$ cat src/rtl/mpu_sample_sequencer.sv
// Autonomous i2c_master sequencer for the MPU sensor: wakes the device, verifies WHO_AM_I,
// then periodically bursts eight TEMP/GYRO register reads and publishes them as 16-bit samples.
module mpu_sample_sequencer #(
    parameter logic [6:0] SLAVE_ADDRESS = 7'h69,
    parameter logic [7:0] WHO_AM_I_VAL  = 8'h68,
    parameter int         PERIOD        = 1000,
    parameter int         TIMEOUT       = 255
) (
    input  logic        clk,
    input  logic        rst,
    input  logic        run,
    output logic        i2c_en,
    output logic [6:0]  i2c_slave_address,
    output logic        i2c_read_write,
    output logic [7:0]  i2c_register_address,
    output logic [7:0]  i2c_data_in,
    input  logic [7:0]  i2c_data_out,
    input  logic        i2c_done,
    output logic [15:0] temp,
    output logic [15:0] gyro_x,
    output logic [15:0] gyro_y,
    output logic [15:0] gyro_z,
    output logic        sample_valid,
    output logic        busy,
    output logic        error
);

    localparam int TW = $clog2(TIMEOUT + 1);
    localparam int PW = $clog2(PERIOD + 1);
    // The transaction is abandoned on the edge where the count would reach TIMEOUT,
    // so i2c_en stays high for exactly TIMEOUT cycles.
    localparam logic [TW-1:0] T_LAST = TW'(TIMEOUT - 1);
    localparam logic [PW-1:0] P_LAST = PW'(PERIOD - 1);
    localparam logic [PW-1:0] P_MAX  = '1;

    localparam logic [7:0] REG_PWR_MGMT_1 = 8'h6B;
    localparam logic [7:0] REG_WHO_AM_I   = 8'h75;
    localparam logic [7:0] REG_FIRST_DATA = 8'h41;

    typedef enum logic [2:0] {
        IDLE, WAKE, CHECK_ID, GAP, READ, PUBLISH, WAIT_PERIOD, FAULT
    } state_t;

    state_t          state;
    state_t          state_next;
    logic [TW-1:0]   tcnt;
    logic [PW-1:0]   pcnt;
    logic [2:0]      idx;
    logic [7:0]      shadow [8];

    logic            in_txn;
    logic            next_is_txn;
    logic            txn_done;
    logic            txn_timeout;
    logic            period_up;
    logic            set_error;
    logic            burst_start;

    assign in_txn      = (state == WAKE) || (state == CHECK_ID) || (state == READ);
    assign next_is_txn = (state_next == WAKE) || (state_next == CHECK_ID) || (state_next == READ);
    // A done pulse only counts while a request is actually outstanding.
    assign txn_done    = in_txn && i2c_en && i2c_done;
    assign txn_timeout = in_txn && i2c_en && !i2c_done && (tcnt == T_LAST);
    assign period_up   = (pcnt >= P_LAST);
    assign busy        = (state != IDLE) && (state != FAULT);

    always_ff @(posedge clk or negedge rst) begin
        if (!rst) state <= IDLE;
        else      state <= state_next;
    end

    // NOTE: every variable written here gets a default first, so no path can infer a latch.
    always_comb begin
        state_next  = state;
        set_error   = 1'b0;
        burst_start = 1'b0;
        case (state)
            IDLE: if (run) state_next = WAKE;
            WAKE: begin
                if (txn_timeout) begin
                    set_error  = 1'b1;
                    state_next = FAULT;
                end else if (txn_done) begin
                    state_next = run ? CHECK_ID : IDLE;
                end
            end
            CHECK_ID: begin
                if (txn_timeout) begin
                    set_error  = 1'b1;
                    state_next = FAULT;
                end else if (txn_done) begin
                    if (i2c_data_out != WHO_AM_I_VAL) begin
                        set_error  = 1'b1;
                        state_next = FAULT;
                    end else if (run) begin
                        state_next  = GAP;
                        burst_start = 1'b1;
                    end else begin
                        state_next = IDLE;
                    end
                end
            end
            GAP: state_next = run ? READ : IDLE;
            READ: begin
                if (txn_timeout) begin
                    set_error  = 1'b1;
                    state_next = FAULT;
                end else if (txn_done) begin
                    if (!run)            state_next = IDLE;
                    else if (idx == 3'd7) state_next = PUBLISH;
                    else                 state_next = GAP;
                end
            end
            PUBLISH: state_next = run ? WAIT_PERIOD : IDLE;
            WAIT_PERIOD: begin
                if (!run) begin
                    state_next = IDLE;
                end else if (period_up) begin
                    state_next  = GAP;
                    burst_start = 1'b1;
                end
            end
            FAULT: if (!run) state_next = IDLE;
            default: state_next = IDLE;
        endcase
    end

    always_ff @(posedge clk or negedge rst) begin
        if (!rst) begin
            i2c_en               <= 1'b0;
            i2c_slave_address    <= '0;
            i2c_read_write       <= 1'b0;
            i2c_register_address <= '0;
            i2c_data_in          <= '0;
            tcnt                 <= '0;
            pcnt                 <= '0;
            idx                  <= '0;
            error                <= 1'b0;
            sample_valid         <= 1'b0;
            temp                 <= '0;
            gyro_x               <= '0;
            gyro_y               <= '0;
            gyro_z               <= '0;
        end else begin
            // Dropping en on the done edge leaves a one-cycle low gap before a back-to-back request.
            i2c_en <= next_is_txn && !txn_done && !txn_timeout;
            tcnt   <= i2c_en ? tcnt + 1'b1 : '0;

            if (next_is_txn && (state_next != state)) begin
                i2c_slave_address <= SLAVE_ADDRESS;
                case (state_next)
                    WAKE: begin
                        i2c_read_write       <= 1'b0;
                        i2c_register_address <= REG_PWR_MGMT_1;
                        i2c_data_in          <= 8'h00;
                    end
                    CHECK_ID: begin
                        i2c_read_write       <= 1'b1;
                        i2c_register_address <= REG_WHO_AM_I;
                    end
                    default: begin
                        i2c_read_write       <= 1'b1;
                        i2c_register_address <= REG_FIRST_DATA + {5'd0, idx};
                    end
                endcase
            end

            if (burst_start || (state_next == IDLE))          idx <= '0;
            else if ((state == READ) && txn_done && (idx != 3'd7)) idx <= idx + 1'b1;

            if (burst_start)        pcnt <= '0;
            else if (pcnt != P_MAX) pcnt <= pcnt + 1'b1;

            if ((state == IDLE) && (state_next == WAKE)) error <= 1'b0;
            else if (set_error)                          error <= 1'b1;

            sample_valid <= (state == PUBLISH);
            if (state == PUBLISH) begin
                temp   <= {shadow[0], shadow[1]};
                gyro_x <= {shadow[2], shadow[3]};
                gyro_y <= {shadow[4], shadow[5]};
                gyro_z <= {shadow[6], shadow[7]};
            end
        end
    end

    // NOTE: the shadow bytes carry no reset; outputs only load from them after a full burst rewrote all eight.
    always_ff @(posedge clk) begin
        if ((state == READ) && txn_done) shadow[idx] <= i2c_data_out;
    end

endmodule
$ cat config.mk
export PLATFORM = sky130hd
export DESIGN_NAME = mpu_sample_sequencer
export DESIGN_NICKNAME = d
export VERILOG_FILES = /design/src/rtl/mpu_sample_sequencer.sv
export SDC_FILE = /design/constraint.sdc
export NUM_CORES = 1
export LEC_CHECK = 0
export BUFFER_PORTS_ARGS = -buffer_cell sky130_fd_sc_hd__buf_2
export CORE_MARGIN = 8
export CORE_UTILIZATION = 60
export CTS_CLUSTER_DIAMETER = 40
export CTS_CLUSTER_SIZE = 8
export DETAILED_ROUTE_END_ITERATION = 7
export PLACE_DENSITY = 0.9
export SLEW_MARGIN = 20
export SYNTH_ARGS = -nofsm -noshare
export SYNTH_HDL_FRONTEND = slang
export SYNTH_SLANG_ARGS = --single-unit
export TNS_END_PERCENT = 50
$ cat constraint.sdc
create_clock -name clk -period 5 [get_ports clk]
set_clock_uncertainty 0.15 [all_clocks]
set_input_delay 0.25 -clock clk [delete_from_list [all_inputs] [get_ports clk]]
set_output_delay 0.25 -clock clk [all_outputs]
set_load 0.02 [all_outputs]
# Yosys cells after proc, flatten, opt, wreduce, memory -nomap -nowiden
# Memory sizes are Yosys's and may differ from the RTL's. A register that Yosys moved wholly into a read port is not among the register bits.
# Cells that the tools add are included.
# W data, S select, Z words.
dict set report op_classes {
  mux 41
  reduce_logical 34
  addsub 4
  n_eq_ne 17
  n_lt_le_gt_ge 1
}
# operator count
set ops {}
lappend ops {{$mux W3} 17}
lappend ops {{$pmux W3 S8} 1}
lappend ops {{$mux W10} 2}
lappend ops {{$eq A3 B3 Y1 const B} 6}
lappend ops {{$pmux W8 S2} 1}
lappend ops {{$mux W1} 15}
lappend ops {{$logic_and A1 B1 Y1} 11}
lappend ops {{$logic_not A1 Y1} 11}
lappend ops {{$add A10 B1 Y10 const B} 1}
lappend ops {{$ge A10 B10 Y1 const B} 1}
lappend ops {{$ne A10 B10 Y1 const B} 1}
lappend ops {{$eq A3 B2 Y1 const B} 3}
lappend ops {{$add A7 B3 Y8 const A} 1}
lappend ops {{$add A8 B1 Y8 const B} 1}
lappend ops {{$eq A8 B8 Y1 const B} 1}
lappend ops {{$mux W8} 1}
lappend ops {{$ne A8 B7 Y1 const B} 1}
lappend ops {{$eq A3 B1 Y1 const B} 2}
lappend ops {{$logic_not A3 Y1} 2}
lappend ops {{$ne A3 B3 Y1 const B} 2}
lappend ops {{$reduce_bool A2 Y1} 3}
lappend ops {{$logic_or A1 B1 Y1} 5}
lappend ops {{$mux W2} 2}
lappend ops {{$pmux W1 S2} 2}
lappend ops {{other kinds (4)} 4}
dict set report totals {
  wordCells 108
  input_bits 12
  mem_count 1
  output_inout_bits 92
  regBits 37
  mem_bits_rw 64
}
# memory depth word_bits rd rd_ports_with_merged_regs wr line
set memory_table {}
lappend memory_table {shadow 8 8 8 8 1 49} ;# logic [7:0] shadow [8];

# Longest topological paths before layout
dict set report depth {
  ltp_word 13
  ltp_mapped 11
  ltp_nobuf 10
}

# Worst setup path after synthesis
# Ideal clock, no wire load.
dict set report synth_timing {
  path_kind {flip-flop to flip-flop}
  from {reg pcnt[0]}
  to {reg i2c_register_address[2]}
  n_path_buf 1
  setup_time_ns 0.125
  synth_period_minus_slack_ns 2.662
  stages_incl_launch_ff 11
  required_time_ns 4.725
  setup_slack_ns 2.338
  arrival_time_ns 2.387
  cell_sequence {dfrtp_1 > ha_1 > a211oi_1 > nor4b_1 > o32a_1 > or3b_4 > buf_6 > xnor2_1 > nor2_1 > o21ai_4 > mux2_4}
}
dict set report synth_via {
  elab_chain_cells 8
  elab_cells_between_ends 12
  cone_classes {order compare (1); eq/ne (4); mux (4); reduce/logical (3)}
}
# element line
set synth_lines {}
lappend synth_lines {{from (decl)} 47} ;# logic [PW-1:0] pcnt;
lappend synth_lines {{from (signal assigned)} 172} ;# else if (pcnt != P_MAX) pcnt <= pcnt + 1'b1;
lappend synth_lines {{$ge A10 B10 Y1 *} 64} ;# assign period_up = (pcnt >= P_LAST);
lappend synth_lines {{$mux W3 *} 118} ;# end else if (period_up) begin
lappend synth_lines {{$mux W3 *} 116} ;# if (!run) begin
lappend synth_lines {{$pmux W3 S8 *} 77} ;# case (state)
lappend synth_lines {{named net state_next[2]} 45} ;# state_t state_next;
lappend synth_lines {{$eq A3 B1 Y1 / $eq A3 B2 Y1 (equally long branches)} n/a}
lappend synth_lines {{$logic_or A1 B1 Y1 (2 in a row)} 60} ;# assign next_is_txn = (state_next == WAKE) || (state_next == CHECK_ID) || (state_next == READ);
lappend synth_lines {{$logic_and A1 B1 Y1} 149} ;# if (next_is_txn && (state_next != state)) begin
lappend synth_lines {{to (signal assigned)} 163} ;# i2c_register_address <= REG_FIRST_DATA + {5'd0, idx};
lappend synth_lines {{to (decl)} 15} ;# output logic [7:0] i2c_register_address,
# The timed path passes the listed nets; every way through them passes the cells marked *.
# A chain may end at the register's enable or synchronous reset.

# Final worst setup path
dict set report layout_timing {
  from {in i2c_data_out[1]}
  to {reg i2c_register_address[2]}
}
dict set report layout_via {
  elab_chain_cells 9
  elab_cells_between_ends 13
  cone_classes {eq/ne (5); mux (5); reduce/logical (3)}
}
# element line
set layout_lines {}
lappend layout_lines {{from (decl)} 17} ;# input logic [7:0] i2c_data_out,
lappend layout_lines {{$ne A8 B7 Y1 *} 92} ;# if (i2c_data_out != WHO_AM_I_VAL) begin
lappend layout_lines {{$mux W3 *} 92}
lappend layout_lines {{$mux W3 *} 91} ;# end else if (txn_done) begin
lappend layout_lines {{$mux W3 *} 88} ;# if (txn_timeout) begin
lappend layout_lines {{$pmux W3 S8 *} 77}
lappend layout_lines {{named net state_next[1]} 45}
lappend layout_lines {{$eq A3 B1 Y1 / $eq A3 B2 Y1 (equally long branches)} n/a}
lappend layout_lines {{$logic_or A1 B1 Y1 (2 in a row)} 60}
lappend layout_lines {{$logic_and A1 B1 Y1} 149}
# Marked as above.

==> impl_results.md <==
* Maxcap violations at 0
* Average instance area after synthesis at ~15 um^2
* Warning count from the yosys run at 0
* Final HPWL from detailed placement at 9220 um
* Switch Pwr at 1.98 mW
* Library cells used by synthesis at just over 60
* Critical Path AT at between 3 and 4 ns
* CTS Root Cell: clkbuf_8
* # IOs at 104
* Highest-delay cell along the critical path: or4b_4
* Logic gate share of total power at around a third
* Maximum buffer depth of the clock tree at 2
* Most common cell after layout, fill and taps aside: dfrtp_1
* Total congestion overflow at 0
* DIE WIDTH at 120 um
* Number of instances in the synthesized netlist at 436
* First-pass GRT wire length at 22700 um
* Internal portion of total power at 3.43 mW
* Clock share of power at between 20% and 30%
* # diodes at 0
* Number of enable flip-flop cells after synthesis at 64
* Standard-cell rows at 38
* Number of DRC markers in iteration 0 at 343
* Filler Cells Inserted at 658
* Switching share of power at between 30% and 40%
* Largest fanout on the critical path at 9
* Largest net degree at the start of global routing at 58
* Post-Place Setup Slack at 2.03 ns
* Worst vdd ir at between 0.0004 and 0.0005 V
* CTS tree: done
* Die Footprint at approximately 14000 um^2
* Most frequently used flop master after synthesis: dfrtp_1
* Floorplan Core Area at ~11000 um^2
* DIE HEIGHT at ~120 um
* Final worst-path cycle share at 62.1%
* Worst max-slew margin expressed relative to the limit at 37.1%
* Overall routed net length at about 14000 um
* Fraction of final layout cells sized beyond drive strength 1 at 36.8%
* Highest-count cells in the layout ignoring fill and taps: 99 x dfrtp_1, 90 x buf_2, 64 x mux2_2, 64 x edfxtp_1, 26 x nor2_1
* # port buffers at 91
* Shortest clock period the worst path allows after layout at 3.11 ns
* Number of setup violations in the final report at 0
* Largest stage delay on the critical path at 0.57 ns
* Final WS setup at roughly 1.9 ns
* Global placement routability congestion at just over 0.9
* Total design power at 5.41 mW
* Reg clk slew, reported paths at 0.07 ns
* Worst Max-Slew Pin Slew at 0.940 ns
* Kind of end point of the critical path: flop
* Unrepaired setup endpoints after global routing: false
* Met1 Resource Use GR at between 20% and 30%
* Max Transition Viols Final at 0
* Hold violation count in the final report at 0
* Cell-by-cell listing of the critical path: dlygate4sd3_1 -> buf_2 -> or4b_4 -> nor4_1 -> nand3b_1 -> and3_1 -> inv_1 -> xnor2_1 -> nor2_1 -> o21ai_4 -> mux2_4
* Total vias in the final route at 3979
* Flip-flop and latch count after synthesis at ~160
* Number of placed instances with taps included at ~650
* Non-filler instance count after layout at 694
* Gr usage total at 20.4%
* Worst Setup Path Type: in2reg
* Part of the total power dissipated in sequential elements at about two fifths
* CTS H-Tree Depth at 4
* Sequential fraction of the synthesis area at 67.9%
* # nets final at 558
* Status: finished clean
* Number of antenna-violating nets in the routed design at 0
* Met3 global-route usage at 5.31%
* Number of buffers created by CTS at 17
* Path class of the lowest-slack min-delay path: in2async
* Worst Path Buf+Inv at 3
* Critical path startpoint category: input port
* Power per cell area at 697 nW/um^2
* Number of antenna violations at the first check in global routing at 0
* Achievable frequency at 0.322 GHz
* Starting density of the core at 60.6%
* TNS Setup at 0 ns
* Post-DR vias/cell at 5.73
* Static Leakage at 3.31 nW
* Required time of the critical path at 5.26 ns
* Average wire per cell in the routed design at 20.8 um
* DRC violation count after routing at 0
* Layer with the highest usage after global routing: met2
* First-pass detailed-route iteration total at 5
* Async set-reset flop share out of synthesis at 60.7%
* Insertion delay to the later sink of the worst-skew pair at between 0.5 and 0.6 ns
* Number of global-route vias before repair at 4263
* Global routing met2 resource utilization at 32.5%
* Mapped Area at 6480 um^2
* Clk sink count at 163
* Synthesis-to-finish area growth at 19.9%
* Family with the most delay on the worst path: simple AND/OR/NAND/NOR gates
[power by group through the flow]
| stage | logic, mW | clock network, mW | registers, mW |
|---|---|---|---|
| after detailed placement | 1.88 | 0 | 2.08 |
| final | 1.90 | 1.45 | 2.07 |
| after global routing | 2.05 | 1.50 | 2.11 |
| after floorplan | 1.03 | 0 | 2.33 |
| after CTS | 1.91 | 1.46 | 2.06 |
| after global placement | 1.81 | 0 | 2.04 |
[final cells by class]
| class | instances | area [um^2] | area share, % |
|---|---|---|---|
| multi-input cells | 247 | 1920 | 24.7 |
| clock inverters | 14 | 236 | 3.04 |
| flip-flops and latches | 163 | 4400 | 56.6 |
| repair buffers | 106 | 598 | 7.70 |
| well taps | 140 | 175 | 2.25 |
| inverters | 6 | 22.5 | 0.290 |
| clock buffers | 18 | 418 | 5.38 |
[timing repair]
item / in CTS / in global routing
hold buffers: 11 / 0
endpoints found under the hold margin: 107 / 0
gates resized for setup: 0 / 0
buffers inserted: 0 / 0
[per-layer routing]
| layer | part of all wire, % | vias up |
|---|---|---|
| li1 | - | 1761 |
| met1 | 42 | 1981 |
| met4 | 3.0 | 0 |
| met2 | 48 | 196 |
| met3 | 6.9 | 41 |
| met5 | 0 | - |
[flip-flops by register name (all words and copies together) (netlist names)]
signal,count
error,1
gyro_x,16
gyro_y,16
gyro_z,16
i2c_en,1
i2c_read_write,1
i2c_register_address,6
i2c_slave_address,1
idx,3
pcnt,10
sample_valid,1
shadow,64
state,3
tcnt,8
temp,16
[synthesized netlist by cell type (2+ instances only)]
master     n  area share (%)
nor2b_1    4            0.39
nor2_1    26             1.5
nand2b_1   8            0.77
nand3_1   11            0.85
and3_1     9            0.87
a21oi_1    9            0.70
edfxtp_1  64              30
nand2_1   11            0.64
dfrtp_1   99              38
nor3_1     6            0.46
a21boi_0   3            0.35
xor2_1     6            0.81
xnor2_1    6            0.81
buf_4     16             1.9
and2_1     5            0.48
o21ai_2    2            0.27
o21ai_0   10            0.77
inv_1      6            0.35
buf_2      2            0.15
mux2i_1    5            0.77
nor4_1     2            0.19
clkbuf_1  11            0.64
nand3b_1   2            0.23
mux2_4     2            0.46
a31oi_1    2            0.19
nor3b_1    2            0.23
nand4_1    4            0.39
or3_1      3            0.29
mux2_2    64              11
ha_1       5            0.97
[worst paths after layout]
kind / start / depth (start not counted) / endpoint / slack [ns]
min in group clk: run / 3 / state[0] / 0.11
max: i2c_data_out[1] / 11 / i2c_register_address[2] / 1.89
min: rst / 2 / sample_valid / 0.11
min reg2reg: shadow[2][2] / 1 / gyro_x[10] / 0.33
max reg2reg: state[0] / 7 / i2c_register_address[3] / 2.06
max in group asynchronous: rst / 3 / tcnt[7] / 3.42
[through the flow]
| step | util [%] | instance area (um^2) | hold slack (ns) |
|---|---|---|---|
| 3_5_place_dp | 65.4 | 7000 | 0.127 |
| 6_report | 72.6 | 7770 | 0.111 |
| 2_1_floorplan | - | 6520 | -0.196 |
| 4_1_cts | 72.6 | 7760 | 0.0703 |
| 3_3_place_gp | 65.4 | 7000 | 0.116 |
| 5_1_grt | 72.6 | 7770 | 0.127 |
[kinds of logic after synthesis]
logic type,share of synthesized area (%)
buffers and inverters,3.22
xor gates and xnor gates,1.62
adders and majority gates,1.12
other,0.0579
AOI/OAI and AO/OA,4.90
and+or+nand+nor,8.82
DFF,67.9
muxes,12.4
(Power assumes the default switching activity.)
